**src/rtl/neg_share_arbiter.sv**
```systemverilog
// neg_share_arbiter
//   Two requesters share one two's-complement `negative` unit. A round-robin
//   grant picks one request per cycle. The selected operand goes through the
//   unit, and the result lands in a single output register tagged with the
//   requester id.
//
// Handshake rule (all ports): a transfer happens on a rising clk edge where
//   valid & ready are both 1. A source holds valid and its payload stable
//   until that edge. Ready may depend on valid. Valid never depends on ready.
//
// Ports
//   clk, reset                 rising-edge clock, async active-high reset
//   req0_valid/number/negate   requester 0 request (in)
//   req0_ready                 requester 0 accepted this cycle (out, comb)
//   req1_valid/number/negate   requester 1 request (in)
//   req1_ready                 requester 1 accepted this cycle (out, comb)
//   out_valid/result/id/ovf    registered result, producing requester, overflow
//   out_ready                  consumer takes the result this cycle (in)
//   busy_cnt                   completed transactions (drains), wraps at 256

module negative #(
    parameter int WIDTH = 8
) (
    input  logic [WIDTH-1:0] number,
    input  logic             enable,
    output logic [WIDTH-1:0] result
);
    assign result = enable ? (~number + WIDTH'(1)) : number;
endmodule

module neg_share_arbiter #(
    parameter int WIDTH = 8
) (
    input  logic             clk,
    input  logic             reset,
    input  logic             req0_valid,
    input  logic [WIDTH-1:0] req0_number,
    input  logic             req0_negate,
    output logic             req0_ready,
    input  logic             req1_valid,
    input  logic [WIDTH-1:0] req1_number,
    input  logic             req1_negate,
    output logic             req1_ready,
    output logic             out_valid,
    output logic [WIDTH-1:0] out_result,
    output logic             out_id,
    output logic             out_ovf,
    input  logic             out_ready,
    output logic [7:0]       busy_cnt
);
    typedef enum logic {EMPTY = 1'b0, FULL = 1'b1} state_t;

    localparam logic [WIDTH-1:0] MOST_NEG = {1'b1, {(WIDTH-1){1'b0}}};

    state_t           state;
    logic             prio;       // requester that wins a tie
    logic             slot_free;
    logic             drain;
    logic             grant;
    logic             accept;
    logic [WIDTH-1:0] sel_number;
    logic             sel_negate;
    logic [WIDTH-1:0] neg_result;

    assign out_valid = (state == FULL);
    assign drain     = out_valid & out_ready;
    // The output register can take a new result when empty or when it is
    // being emptied on this same edge.
    assign slot_free = (state == EMPTY) | drain;

    // Only-one-valid grants that requester; a tie goes to the pointer.
    assign grant = (req0_valid & req1_valid) ? prio : req1_valid;

    // reset gates ready explicitly: the state reads EMPTY during reset, which
    // would otherwise advertise a free slot.
    assign req0_ready = !reset & slot_free & req0_valid & (grant == 1'b0);
    assign req1_ready = !reset & slot_free & req1_valid & (grant == 1'b1);
    assign accept     = req0_ready | req1_ready;

    assign sel_number = grant ? req1_number : req0_number;
    assign sel_negate = grant ? req1_negate : req0_negate;

    negative #(.WIDTH(WIDTH)) u_negative (
        .number (sel_number),
        .enable (sel_negate),
        .result (neg_result)
    );

    always_ff @(posedge clk or posedge reset) begin
        if (reset) begin
            state      <= EMPTY;
            prio       <= 1'b0;
            out_result <= '0;
            out_id     <= 1'b0;
            out_ovf    <= 1'b0;
            busy_cnt   <= 8'd0;
        end else begin
            if (drain) begin
                busy_cnt <= busy_cnt + 8'd1;
            end
            case (state)
                EMPTY: begin
                    if (accept) begin
                        state <= FULL;
                    end
                end
                FULL: begin
                    // Drain with refill stays FULL; a bare drain empties.
                    if (out_ready && !accept) begin
                        state <= EMPTY;
                    end
                end
                default: state <= EMPTY;
            endcase
            if (accept) begin
                out_result <= neg_result;
                out_id     <= grant;
                out_ovf    <= sel_negate & (sel_number == MOST_NEG);
                prio       <= ~grant;
            end
        end
    end
endmodule

```
**config.mk**
```make
export PLATFORM = sky130hd
export DESIGN_NAME = neg_share_arbiter
export DESIGN_NICKNAME = d
export VERILOG_FILES = /design/src/rtl/neg_share_arbiter.sv
export SDC_FILE = /design/constraint.sdc
export NUM_CORES = 1
export LEC_CHECK = 0
export CAP_MARGIN = 20
export CORE_MARGIN = 4
export CORE_UTILIZATION = 43
export DETAILED_ROUTE_END_ITERATION = 16
export PLACE_DENSITY_LB_ADDON = 0.3
export SLEW_MARGIN = 20
export SYNTH_ARGS = -nofsm -noshare
export SYNTH_HDL_FRONTEND = slang
export SYNTH_HIERARCHICAL = 1
export SYNTH_SLANG_ARGS = --single-unit
export TNS_END_PERCENT = 50
```
**constraint.sdc**
```tcl
create_clock -name clk -period 3.15 [get_ports clk]
set_input_delay 0.7875 -clock clk [delete_from_list [all_inputs] [get_ports clk]]
set_output_delay 0.7875 -clock clk [all_outputs]
set_load 0.02 [all_outputs]
```
Word-level counts from Yosys, hierarchy flattened
Index checks and enable logic that the tools add are counted.

storage, ports and cells
  flip-flop bits (word level) = 20
  input bits = 23
  output and inout port bits = 21
  logic and storage cells = 32

operators by class
  add/sub/neg operators = 2
  equal/unequal tests = 1
  mux-type cells = 7
  bitwise gates (word level) = 13
  reductions and logical operators = 3

operators with widths
  operator             count
  $add 8x1->8 const B  2
  $mux 8               2
  $and 1x1->1          8
  $eq 8x8->1 const B   1
  $not 8->8            1
  $mux 1               4
  $logic_not 1->1      2
  $not 1->1            2
  $or 1x1->1           2
  $pmux 1 s2           1
  $logic_and 1x1->1    1

Longest topological paths before layout
Gate-level depths: netlist of run 1.

  word-level depth = 10
  mapped depth = 10

By module
The synthesis of run 1 kept the hierarchy.

modules (own cells, without submodules)
  module             instances  cells each  area an instance (sq um)  sequential area each (sq um)
  neg_share_arbiter  1          81          982.2                     500.5
  negative           1          21          171.4                     0.0

Least setup slack after synthesis of run 1
Ideal clock, no wire load.

  path kind = input-to-reg
  from = input port req0_valid
  to = register out_result[7]
  arrival time = 2528 ps
  required time = 3025 ps
  setup slack = 497 ps
  stages = 8
  cells stage by stage = inv_1 -> o21ai_1 -> buf_4 -> mux2_2 -> or3_4 -> o31ai_4 -> xnor2_1 -> mux2_2

on the way
  word-level cells in the longest chain between the ends = 6
  elaborated cells on any way between the ends = 12
  those cells by class = add/sub: 1; mux: 4; bitwise: 7

RTL lines
  what                    RTL line  source
  start: declaration      36        input logic req0_valid,
  $and 1x1->1             72        assign grant = (req0_valid & req1_valid) ? prio : req1_valid;
  $mux 1                  72
  $mux 8                  80        assign sel_number = grant ? req1_number : req0_number;
  via sel_number[4]       61        logic [WIDTH-1:0] sel_number;
  $not 8->8               28        assign result = enable ? (~number + WIDTH'(1)) : number;
  $add 8x1->8             28
  $mux 8                  28
  via neg_result[7]       63        logic [WIDTH-1:0] neg_result;
  end signal: assignment  116       out_result <= neg_result;
  end: declaration        45        output logic [WIDTH-1:0] out_result,

The timed path passes the listed nets, and every way through them passes these cells.
A chain may end at the register's enable or synchronous reset.

Worst setup path in the final report of run 1
  from = input port req0_valid
  to = register out_result[5]

The elaborated chain is that of the path after synthesis.

==> results of run 1 <==
## what timing repair did
action / in CTS / in global routing
hold buffers: 0 / 0
resized for setup: 0 / 2
buffers inserted: 0 / 0
setup endpoints to repair: 0 / 2
hold endpoints to repair: 0 / 0
## critical path, cell delays in order
cell and delay [ns]:
clkdlybuf4s50_1 0.48, inv_1 0.04, o21ai_1 0.18, buf_4 0.21
mux2_2 0.35, or3_4 0.42, o31ai_2 0.27, xnor2_1 0.10
mux2_2 0.26
## cells in the final DEF, fill, tap and decap left out, types with 2 or more instances in the layout
| cell type | count |
|---|---|
| xnor2_1 | 11 |
| dlymetal6s2s_1 | 2 |
| and3_1 | 6 |
| a31oi_1 | 2 |
| o21ai_1 | 2 |
| buf_4 | 8 |
| nand3_1 | 6 |
| ha_1 | 2 |
| o21ai_0 | 2 |
| or3_1 | 2 |
| inv_1 | 4 |
| nor3_1 | 2 |
| clkdlybuf4s50_1 | 41 |
| nand2b_1 | 2 |
| or3_4 | 2 |
| dfrtp_1 | 20 |
| mux2_2 | 18 |
| nor2_1 | 3 |
| nand2_1 | 4 |
| clkbuf_4 | 3 |
| xor2_1 | 2 |
## kinds of logic (layout without fill, tap and decap cells)
| group | Yosys count | count (layout) |
|---|---|---|
| fa+ha+maj | 2 | 2 |
| compound gates | 10 | 10 |
| simple gates | 32 | 32 |
| mux | 18 | 18 |
| flops | 20 | 20 |
| buf+inv | 7 | 59 |
| xor+xnor | 13 | 13 |
## cell type report
type                            instances  area [sq um]
Clock inverter                          1          30.0
Fill cell                             202           806
Tap cell                               30          37.5
Multi-Input combinational cell         75           616
Timing Repair Buffer                   51           495
Inverter                                4          15.0
Clock buffer                            3          22.5
Sequential cell                        20           500
## sequential cells by signal (all words and copies together) (netlist names)
name,cells
busy_cnt,8
out_result,8
out_id,1
out_ovf,1
out_valid,1
prio,1
## how the worst min path moves through the flow
stage,from,end,slack [ns],depth (start not counted)
2_1_floorplan,prio$_DFFE_PP0P_,prio$_DFFE_PP0P_,0.46,1
4_1_cts,busy_cnt[7]$_DFFE_PP0P_,busy_cnt[7]$_DFFE_PP0P_,0.49,1
3_5_place_dp,busy_cnt[7]$_DFFE_PP0P_,busy_cnt[7]$_DFFE_PP0P_,0.46,1
6_report,busy_cnt[7]$_DFFE_PP0P_,busy_cnt[7]$_DFFE_PP0P_,0.48,1
3_3_place_gp,busy_cnt[7]$_DFFE_PP0P_,busy_cnt[7]$_DFFE_PP0P_,0.46,1
5_1_grt,out_id$_DFFE_PP0P_,out_id$_DFFE_PP0P_,0.51,1
## through the flow
step / utilization (%) / power [mW] / instance area [sq um] / std cells / hold slack [ns]
after floorplan: - / 0.661 / 1150 / 102 / 0.459
after global placement: 65.8 / 0.887 / 1660 / 180 / 0.460
after detailed placement: 65.8 / 0.901 / 1660 / 180 / 0.464
after CTS: 67.9 / 1.12 / 1710 / 184 / 0.486
after global routing: 68.1 / 1.17 / 1720 / 184 / 0.510
final: 68.1 / 1.11 / 1720 / 184 / 0.484
## power by group through the flow
stage / combinational (mW) / sequential [mW] / clock (mW)
floorplan: 0.168 / 0.493 / 0
global placement: 0.484 / 0.403 / 0
detailed placement: 0.492 / 0.408 / 0
CTS: 0.497 / 0.402 / 0.222
global route: 0.530 / 0.415 / 0.231
finish: 0.489 / 0.401 / 0.215
## routing by layer
layer,up-vias,track usage (%),wire length [um]
met1,449,20.1,1150
met4,0,3.16,16
met5,-,0,0
met3,2,5.40,166
met2,22,30.1,1440
li1,465,-,-
==> metrics.md, run 1 <==
| Metric | Value |
|---|---|
| Outcome | `finished, final reports clean` |
| Post-synth top area cell | `dfrtp_1` |
| # diodes | `0` |
| # IOs | `44` |
| Largest family of logic cells by synthesized area | `multiplexers` |
| Port-buffer cells | `43` |
| Startpoint of the lowest-slack register-to-register path | `prio$_DFFE_PP0P_` |
| CTS tree | `built` |
| Mux cell area share after synthesis | `17.6%` |
| Synth Area in Adders | `2.17%` |
| Detail Route Antenna Nets | `0` |
| Fin nets | `180` |
| RSZ-0062 raised after global routing | `no` |
| Critical path class | `input port to flip-flop` |
| Worst clock skew | `0.00718 ns` |
| CP Capture Type | `flip-flop` |
| Post-synth EDFFs | `0` |
| Post-synth top cells | `20 x dfrtp_1, 18 x mux2_2, 11 x xnor2_1` |
| Per-cell routed wire length | `15.1 um` |
| Vias | `938` |
| Largest net degree at the start of global routing | `21` |
| Vias per cell | `5.10` |
| Syn Inst Count | `around 100` |
| Drt initial violations | `25` |
| Worst-path clk slew | `~0.13 ns` |
| DR pass1 iterations | `4` |
| Worst EP required | `3.36 ns` |
| Final WL | `2780 um` |
| Post-synthesis sequential area ratio | `43.4%` |
| Final Critical Period | `roughly 2.9 ns` |
| Total global-route track usage | `17.0%` |
| CP max FO | `8` |
| Worst Hold Class | `flip-flop to flip-flop` |
| Synth cell types | `27` |
| Post-synth design cell area | `0.00115 sq mm` |
| Die Y | `59.8 um` |
| Ys Warns | `6` |
| Fmax | `345 MHz` |
| Logic pwr share | `44.3%` |
| Dpl hpwl | `approximately 2200 um` |
| Max Cap Violations | `0` |
| Crit share post-route | `92.1%` |
| Sequential share of power | `36.3%` |
| H-tree Lvls | `1` |
| Core Rows | `18` |
| Clock insertion delay at the later pin of the skew report | `0.31 ns` |
| Flops & latches, synth | `20` |
| Core area | `0.00252 sq mm` |
| Worst Setup Slack, final | `0.248 ns` |
| R2r endpoint | `out_result[5]$_DFFE_PP0P_` |
| Synth Area in Simple Gates | `16.9%` |
| Clock power frac | `19.5%` |
| Crit path to | `out_result[5]$_DFFE_PP0P_` |
| Endpoints failing setup | `0` |
| Initial Util | `45.7%` |
| Die area | `approximately 0.0036 sq mm` |
| Top cells by area, synth | `dfrtp_1 43%, mux2_2 18%, xnor2_1 8.4%` |
| Worst VDD drop | `0.489 mV` |
| Switching power | `between 300 and 400 uW` |
| Main flop type after synthesis | `dfrtp_1` |
| TritonCTS Sinks | `20` |
| Endpoints failing hold | `0` |
| Sum Neg Setup Slack | `0 ns` |
| CP arrival | `3.11 ns` |
| Most numerous cell in the Yosys netlist | `dfrtp_1` |
| Max Slew Vio Count | `0` |
| Worst Tran Pin Value | `0.757 ns` |
| CTS max path bufs | `2` |
| Top cell type's share of synthesized area | `43.4%` |
| Layout cells sized above 1 | `24.7%` |
| Gp weighted congestion | `0.784` |
| Compound-gate portion of the synthesized area | `6.83%` |
| Initial antenna violation count | `0` |
| Slew HR | `49.5%` |
| Startpoint Class | `input port` |
| Syn-to-layout area delta | `48.8%` |
| FF-to-FF path depth | `7` |
| Sw Share | `33.8%` |
| Post-synth ARST share | `100%` |
| CP startpoint | `req0_valid` |
| CTS Buf Count | `3` |
| Power per cell area | `between 600 and 700 mW/mm^2` |
| First-pass GRT wire length | `4550 um` |
| Leak | `0.752 nW` |
| Synthesized Nets | `127` |
| Syn Area/Cell | `11.3 sq um` |
| Remaining DRCs | `0` |
| Vias in the first global route | `between 900 and 1000` |
| Post-Synth XOR/XNOR Area | `9.87%` |
| Pint | `732 uW` |
| R2r setup slk | `0.80 ns` |
| Die W | `roughly 60 um` |
| Global route overflow | `0` |
| Post-placement setup slack | `between 0.009 and 0.01 ns` |
| Root Driver | `clkbuf_4` |
(Power assumes the default switching activity.)
==> run 2, diff against run 1 <==
--- a/config.mk
+++ b/config.mk
@@ -6,7 +6,6 @@
 export NUM_CORES = 1
 export LEC_CHECK = 0
 export CAP_MARGIN = 20
-export CORE_MARGIN = 4
 export CORE_UTILIZATION = 43
 export DETAILED_ROUTE_END_ITERATION = 16
 export PLACE_DENSITY_LB_ADDON = 0.3
==> run 2 against run 1 <==
Via count increased by 1.1%. Sequential power about the same. Critical path depth decreased by 5. Power decreased by 0.61%. Clock skew decreased by 0.0011 ns. Combinational power about the same. First-iteration DRC count decreased by 48%. Register-to-register slack improved by 0.06 ns. Final cell count unchanged. Fmax increased by 0.66%. Largest cell class unchanged. Highest routed layer unchanged.
==> metrics.md, run 2 (synthesis results as in run 1) <==
| Metric | Value |
|---|---|
| Sum Neg Setup Slack | `0 ns (unchanged)` |
| Core Rows | `18 (unchanged)` |
| Worst VDD drop | `0.425 mV (-13%)` |
| Seq. cell area | `500 sq um (unchanged)` |
| Fin cells | `184 (unchanged)` |
| # fillers | `189 (-6.4%)` |
| Layout cells sized above 1 | `24.7% (unchanged)` |
| Crit share post-route | `91.5% (-0.60 points)` |
| Final WL | `2480 um (-11%)` |
| Worst-path clk slew | `0.11 ns (-0.02 ns)` |
| CP Capture Type | `primary output` |
| Commonest non-fill, non-tap cell in the layout | `clkdlybuf4s50_1` |
| Setup bufs post-CTS | `0 (unchanged)` |
| First-pass GRT wire length | `4080 um (-10%)` |
| Worst Hold Class | `flip-flop to flip-flop` |
| Root Driver | `clkbuf_4` |
| RSZ-0062 raised after global routing | `no` |
| Post-placement setup slack | `-0.0272 ns (-0.0363 ns)` |
| Max Cap Violations | `0 (unchanged)` |
| Drt initial violations | `13 (-48%)` |
| Die W | `53.8 um (-10%)` |
| Remaining DRCs | `0 (unchanged)` |
| Multi-input combinational cell area | `616 sq um (unchanged)` |
| Die Y | `53.8 um (-10%)` |
| Max Slew Vio Count | `0 (unchanged)` |
| Fin nets | `180 (unchanged)` |
| Worst Setup Slack, final | `0.267 ns (+0.0190 ns)` |
| # diodes | `0 (unchanged)` |
| Port-buffer cells | `43 (unchanged)` |
| Per-cell routed wire length | `13.5 um (-11%)` |
| Global route overflow | `0 (unchanged)` |
| CTS max path bufs | `2 (unchanged)` |
| Worst clock skew | `0.00604 ns (-0.00114 ns)` |
| DR pass1 iterations | `4 (unchanged)` |
| H-tree Lvls | `1 (unchanged)` |
| CP max FO | `4 (-4)` |
| Critical path class | `input port to primary output` |
| Vias | `948 (+1.1%)` |
| Final Critical Period | `2.88 ns (-0.0190 ns)` |
| Power per cell area | `642 mW/mm^2 (-0.39%)` |
| CP arrival | `2.10 ns (-1.01 ns)` |
| Leak | `0.740 nW (-1.6%)` |
| Syn-to-layout area delta | `48.5%` |
| Worst Tran Pin Value | `0.721 ns (-0.0358 ns)` |
| Initial antenna violation count | `0 (unchanged)` |
| CTS tree | `built` |
| Placed instance count | `180 (unchanged)` |
| Core area | `0.00250 sq mm (-0.89%)` |
| Fmax | `347 MHz (+0.66%)` |
| Endpoints failing setup | `0 (unchanged)` |
| Post-CTS Hold Buffers | `0 (unchanged)` |
| Dpl hpwl | `2050 um (-6.0%)` |
| Die area | `0.00289 sq mm (-19%)` |
| TritonCTS Sinks | `20 (unchanged)` |
| Initial Util | `46.1% (+0.41 points)` |
| Total global-route track usage | `20.1% (+3.1 points)` |
| CTS Buf Count | `3 (unchanged)` |
| Clock insertion delay at the later pin of the skew report | `0.30 ns (about the same)` |
| Startpoint Class | `input port` |
| Worst EP required | `2.36 ns (-1.00 ns)` |
| Gp weighted congestion | `0.765 (-2.4%)` |
| Largest registers | `busy_cnt (8), out_result (8)` |
| Outcome | `finished, final reports clean` |
| Largest net degree at the start of global routing | `21 (unchanged)` |
| Most frequent cells in the layout | `41 x clkdlybuf4s50_1, 20 x dfrtp_1, 18 x mux2_2` |
| Total power draw | `1.10 mW (-0.61%)` |
| Vias in the first global route | `940 (-5.6%)` |
| Vias per cell | `5.15 (+1.1%)` |
| Slew HR | `51.9% (+2.4 points)` |
| Detail Route Antenna Nets | `0 (unchanged)` |
| Endpoints failing hold | `0 (unchanged)` |
| # IOs | `44 (unchanged)` |
-- run 2: routing by layer --
| metal | vias up | wire length [um] | track usage (%) |
|---|---|---|---|
| met2 | 16 | 1320 | 36.0 |
| met1 | 464 | 1080 | 22.6 |
| met4 | 0 | 10 | 10.5 |
| li1 | 466 | - | - |
| met5 | - | 0 | 0 |
| met3 | 2 | 66 | 3.11 |
-- run 2: path summary, 6_finish.rpt --
| check | start | slack (ns) | endpoint | cells past startpoint |
|---|---|---|---|---|
| max | out_ready | 0.27 | req1_ready | 4 |
| min | busy_cnt[7]$_DFFE_PP0P_ | 0.49 | busy_cnt[7]$_DFFE_PP0P_ | 1 |
| max reg2reg | prio$_DFFE_PP0P_ | 0.86 | out_result[5]$_DFFE_PP0P_ | 7 |
| min reg2reg | busy_cnt[7]$_DFFE_PP0P_ | 0.49 | busy_cnt[7]$_DFFE_PP0P_ | 1 |
| max in group asynchronous | reset | 1.67 | busy_cnt[3]$_DFFE_PP0P_ | 2 |
| min in group asynchronous | reset | 1.03 | out_id$_DFFE_PP0P_ | 2 |
-- run 2: repair_timing --
item / CTS / global route
resized for setup: 1 / 1
setup endpoints to repair: 1 / 1
endpoints found under the hold margin: 0 / 0
gates cloned: 0 / 0
-- run 2: critical path, cell delays in order --
cell and delay, ns:
clkdlybuf4s50_1 0.53, nor2b_2 0.09, nor3_1 0.30, dlygate4sd2_1 0.38
-- run 2: layout make-up --
cell class | instances | share of cell area, %
Timing Repair Buffer | 51 | 28.7
Clock inverter | 1 | 1.75
Inverter | 4 | 0.877
Multi-Input combinational cell | 75 | 35.9
Tap cell | 30 | 2.19
Sequential cell | 20 | 29.2
Clock buffer | 3 | 1.31
-- run 2: report_power, final --
| part | leakage, nW | internal (mW) | switching [mW] |
|---|---|---|---|
| Clock | 0.0279 | 0.129 | 0.0819 |
| Sequential | 0.243 | 0.336 | 0.0645 |
| Combinational | 0.469 | 0.267 | 0.221 |
| Total | 0.740 | 0.732 | 0.367 |
-- run 2: stage by stage --
step                hold WS (ns)  util, %  instance area [sq um]
floorplan                  0.459        -                   1150
global placement           0.459     66.4                   1660
detailed placement         0.478     66.4                   1660
CTS                        0.495     68.4                   1710
global route               0.521     68.5                   1710
finish                     0.492     68.5                   1710
==> run 3, diff against run 2 <==
--- a/config.mk
+++ b/config.mk
@@ -5,13 +5,13 @@
 export SDC_FILE = /design/constraint.sdc
 export NUM_CORES = 1
 export LEC_CHECK = 0
-export CAP_MARGIN = 20
-export CORE_UTILIZATION = 43
+export CAP_MARGIN = 15
+export CORE_UTILIZATION = 44
 export DETAILED_ROUTE_END_ITERATION = 16
+export HOLD_SLACK_MARGIN = 0.1
 export PLACE_DENSITY_LB_ADDON = 0.3
 export SLEW_MARGIN = 20
 export SYNTH_ARGS = -nofsm -noshare
 export SYNTH_HDL_FRONTEND = slang
-export SYNTH_HIERARCHICAL = 1
 export SYNTH_SLANG_ARGS = --single-unit
 export TNS_END_PERCENT = 50
==> run 3 against run 2 <==
Count of clock-buffer cells in the layout did not move. Worst setup slack improved by 0.14 ns. Combinational power fell by 7.4%. Final cell count rose by 15%. Sequential cell count did not move. Core utilization rose by 2.0 points. Cell area rose by 4.8%. Sequential share of layout area fell by 1.3 points. Die area rose by 2.6%. Clock power rose by 2%. Global-route usage rose by 4.5 points. First-iteration DRC count fell by 7.7%. Critical endpoint is now req0_ready.
==> metrics.md, run 3 <==
| Metric | Value |
|---|---|
| CP top delay family | `buffers and inverters` |
| Syn-to-layout area delta | `48.1%` |
| Endpoints failing hold | `0 (unchanged)` |
| Drt initial violations | `12 (-1)` |
| Worst Tran Pin Value | `0.800 ns (+0.0790 ns)` |
| Worst VDD drop | `0.603 mV (+42%)` |
| Worst clock skew | `0.00395 ns (-0.00209 ns)` |
| Core area | `0.00254 sq mm (+1.8%)` |
| Max Cap Violations | `0 (unchanged)` |
| Clock power frac | `20.5% (+1.3 points)` |
| Die Y | `54.5 um (+1.3%)` |
| Fin nets | `207 (+15%)` |
| Top cells by area, synth | `dfrtp_1 41%, mux2i_1 5.0%, nand2_1 4.3%` |
| Sw Share | `34.9% (+1.5 points)` |
| Leak | `0.805 nW (+8.7%)` |
| DR pass1 iterations | `4 (unchanged)` |
| Post-synth ARST share | `100% (unchanged)` |
| Synthesized Nets | `152 (+20%)` |
| Fmax | `365 MHz (+5.3%)` |
| Core Rows | `18 (unchanged)` |
| Final core utilization | `70.6% (+2.0 points)` |
| Sequential share of power | `36.7% (+0.2 points)` |
| Slowest-stage cell, CP | `clkdlybuf4s50_1` |
| Initial Util | `47.6% (+1.5 points)` |
| CTS tree | `built` |
| CP Capture Type | `primary output` |
| Gp weighted congestion | `0.857 (+12%)` |
| Fin cells | `211 (+15%)` |
| Switching power | `368 uW (+0.15%)` |
| Ys Warns | `0 (-6)` |
| Crit path to | `req0_ready` |
| Crit share post-route | `86.9% (-4.6 points)` |
| Final Critical Period | `2.74 ns (-0.144 ns)` |
| Pint | `686 uW (-6.3%)` |
| Post-synthesis sequential area ratio | `41.3% (-2.1 points)` |
| Setup bufs post-CTS | `0 (unchanged)` |
| Flops & latches, synth | `20 (unchanged)` |
| FF-to-FF path depth | `9 (+2)` |
| Root Driver | `clkbuf_4` |
| CP max stage delay | `0.48 ns (-0.05 ns)` |
| Die W | `54.5 um (+1.3%)` |
| WP depth | `6 (+2)` |
| Vias | `1182 (+25%)` |
| Most frequent cells in the layout | `41 x clkdlybuf4s50_1, 20 x dfrtp_1, 14 x nand2_1` |
| TritonCTS Sinks | `20 (unchanged)` |
| Power per cell area | `587 mW/mm^2 (-8.6%)` |
| # IOs | `44 (unchanged)` |
| Detail Route Antenna Nets | `0 (unchanged)` |
| R2r setup slk | `1.11 ns (+0.25 ns)` |
| Vias in the first global route | `1128 (+20%)` |
| Global route overflow | `0 (unchanged)` |
| Critical path class | `input port to primary output` |
| CP Cell Sequence | `clkdlybuf4s50_1 -> inv_1 -> a21oi_2 -> o21ai_2 -> nor2_1 -> dlymetal6s2s_1` |
| Worst EP required | `2.36 ns (about the same)` |
| Commonest non-fill, non-tap cell in the layout | `clkdlybuf4s50_1` |
| Worst Hold Launch | `busy_cnt[7]$_DFFE_PP0P_` |
| Post-synth design cell area | `0.00121 sq mm (+5.1%)` |
| Placed instance count | `207 (+15%)` |
| CP startpoint | `out_ready` |
| Per-cell routed wire length | `15.9 um (+18%)` |
| Total global-route track usage | `24.6% (+4.5 points)` |
| CP arrival | `1.95 ns (-0.15 ns)` |
| WP buf/inv | `3 (+1)` |
| Post-synth top area cell | `dfrtp_1` |
| First-pass GRT wire length | `5150 um (+26%)` |
| Main flop type after synthesis | `dfrtp_1` |
| Syn Inst Count | `127 (+25%)` |
| Synth cell types | `43 (+59%)` |
| Total power draw | `1.05 mW (-4.2%)` |
| Largest net degree at the start of global routing | `21 (unchanged)` |
| Slew HR | `46.6% (-5.3 points)` |
| Port-buffer cells | `43 (unchanged)` |
| Max Slew Vio Count | `0 (unchanged)` |
| Layout cells sized above 1 | `13.3% (-11 points)` |
| CTS max path bufs | `2 (unchanged)` |
| Final WL | `3350 um (+35%)` |
| Sum Neg Setup Slack | `0 ns (unchanged)` |
| CTS Buf Count | `3 (unchanged)` |
| Dpl hpwl | `2550 um (+24%)` |
| Clock insertion delay at the later pin of the skew report | `0.30 ns (about the same)` |
| Post-synth EDFFs | `0 (unchanged)` |
| RSZ-0062 raised after global routing | `no` |
| Outcome | `finished, final reports clean` |
| Endpoints failing setup | `0 (unchanged)` |
| Remaining DRCs | `0 (unchanged)` |
| Top cell type's share of synthesized area | `41.3% (-2.1 points)` |
| Worst-path clk slew | `0.13 ns (+0.02 ns)` |
| # diodes | `0 (unchanged)` |
| Most numerous cell in the Yosys netlist | `dfrtp_1` |
| Startpoint of the lowest-slack register-to-register path | `prio$_DFFE_PP0P_` |
| CP max FO | `4 (unchanged)` |
| Post-synth top cells | `20 x dfrtp_1, 14 x nand2_1, 9 x nor2_1` |
| Startpoint Class | `input port` |
| Logic pwr share | `42.9% (-1.5 points)` |
| Syn Area/Cell | `9.55 sq um (-16%)` |
| Die area | `0.00297 sq mm (+2.6%)` |
| Vias per cell | `5.60 (+8.7%)` |
| Largest registers | `busy_cnt (8), out_result (8)` |
| H-tree Lvls | `1 (unchanged)` |
| Initial antenna violation count | `0 (unchanged)` |
| R2r endpoint | `out_result[6]$_DFFE_PP0P_` |
| Worst Hold Class | `flip-flop to flip-flop` |
run 3: changes by cell type after synthesis, sizes merged, moves of 3 or more:
cell / change
xor2: +4
mux2: -16
and3: -6
a21oi: +5
mux2i: +6
a21o: +3
nor2: +6
o21ai: +4
xnor2: -6
nand2: +10
run 3: worst reg2reg max path, stage by stage (launching register included):
cell and delay (ns):
dfrtp_1 0.41, and2b_4 0.21, nor2_2 0.15, buf_4 0.18
mux2i_1 0.24, ha_1 0.19, inv_1 0.05, a21o_1 0.16
a211o_1 0.28, o211ai_1 0.08
run 3: how the worst min path moves through the flow:
stage / to / slack [ns] / cells past startpoint
after floorplan: prio$_DFFE_PP0P_ / 0.46 / 1
after global placement: busy_cnt[7]$_DFFE_PP0P_ / 0.46 / 1
after detailed placement: out_result[7]$_DFFE_PP0P_ / 0.48 / 2
after CTS: busy_cnt[7]$_DFFE_PP0P_ / 0.50 / 1
after global routing: busy_cnt[7]$_DFFE_PP0P_ / 0.51 / 1
final: busy_cnt[7]$_DFFE_PP0P_ / 0.49 / 1
run 3: power by group through the flow:
| stage | clock [mW] | sequential [mW] | combinational [mW] |
|---|---|---|---|
| floorplan | 0 | 0.463 | 0.158 |
| global placement | 0 | 0.384 | 0.444 |
| detailed placement | 0 | 0.391 | 0.450 |
| CTS | 0.222 | 0.387 | 0.455 |
| global route | 0.230 | 0.396 | 0.488 |
| finish | 0.215 | 0.386 | 0.452 |
run 3: final cells by class:
class                           instances  area, sq um
Tap cell                               30         37.5
Clock buffer                            3         22.5
Clock inverter                          1         30.0
Fill cell                             218          749
Sequential cell                        20          500
Inverter                                4         15.0
Multi-Input combinational cell        100          679
Timing Repair Buffer                   53          510
run 3: timing repair:
| item | in CTS | in global routing |
|---|---|---|
| setup endpoints to repair | 1 | 2 |
| hold buffers | 0 | 0 |
| endpoints found under the hold margin | 0 | 0 |
| resized for setup | 1 | 2 |
run 3: per-layer routing:
layer / vias up / global-route usage, % / routed length (um)
li1: 574 / - / -
met1: 560 / 31.1 / 1530
met2: 42 / 40.4 / 1600
met3: 6 / 5.28 / 175
met4: 0 / 9.40 / 44
met5: - / 0 / 0
run 3: cell families after synthesis:
| family | after synthesis | share of synthesized area, % |
|---|---|---|
| compound gates | 31 | 18.9 |
| xor+xnor | 11 | 7.95 |
| fa+ha+maj | 2 | 2.06 |
| buf+inv | 7 | 2.89 |
| flops | 20 | 41.3 |
| mux | 8 | 6.81 |
| simple gates | 48 | 20.1 |
run 3: through the flow:
step                hold WS (ns)  worst slack (ns)  cell area (sq um)
CTS                        0.501            0.0192               1790
global placement           0.461            0.0368               1740
floorplan                  0.463             0.654               1210
detailed placement         0.476           -0.0124               1740
finish                     0.489             0.412               1800
global route               0.513             0.301               1800
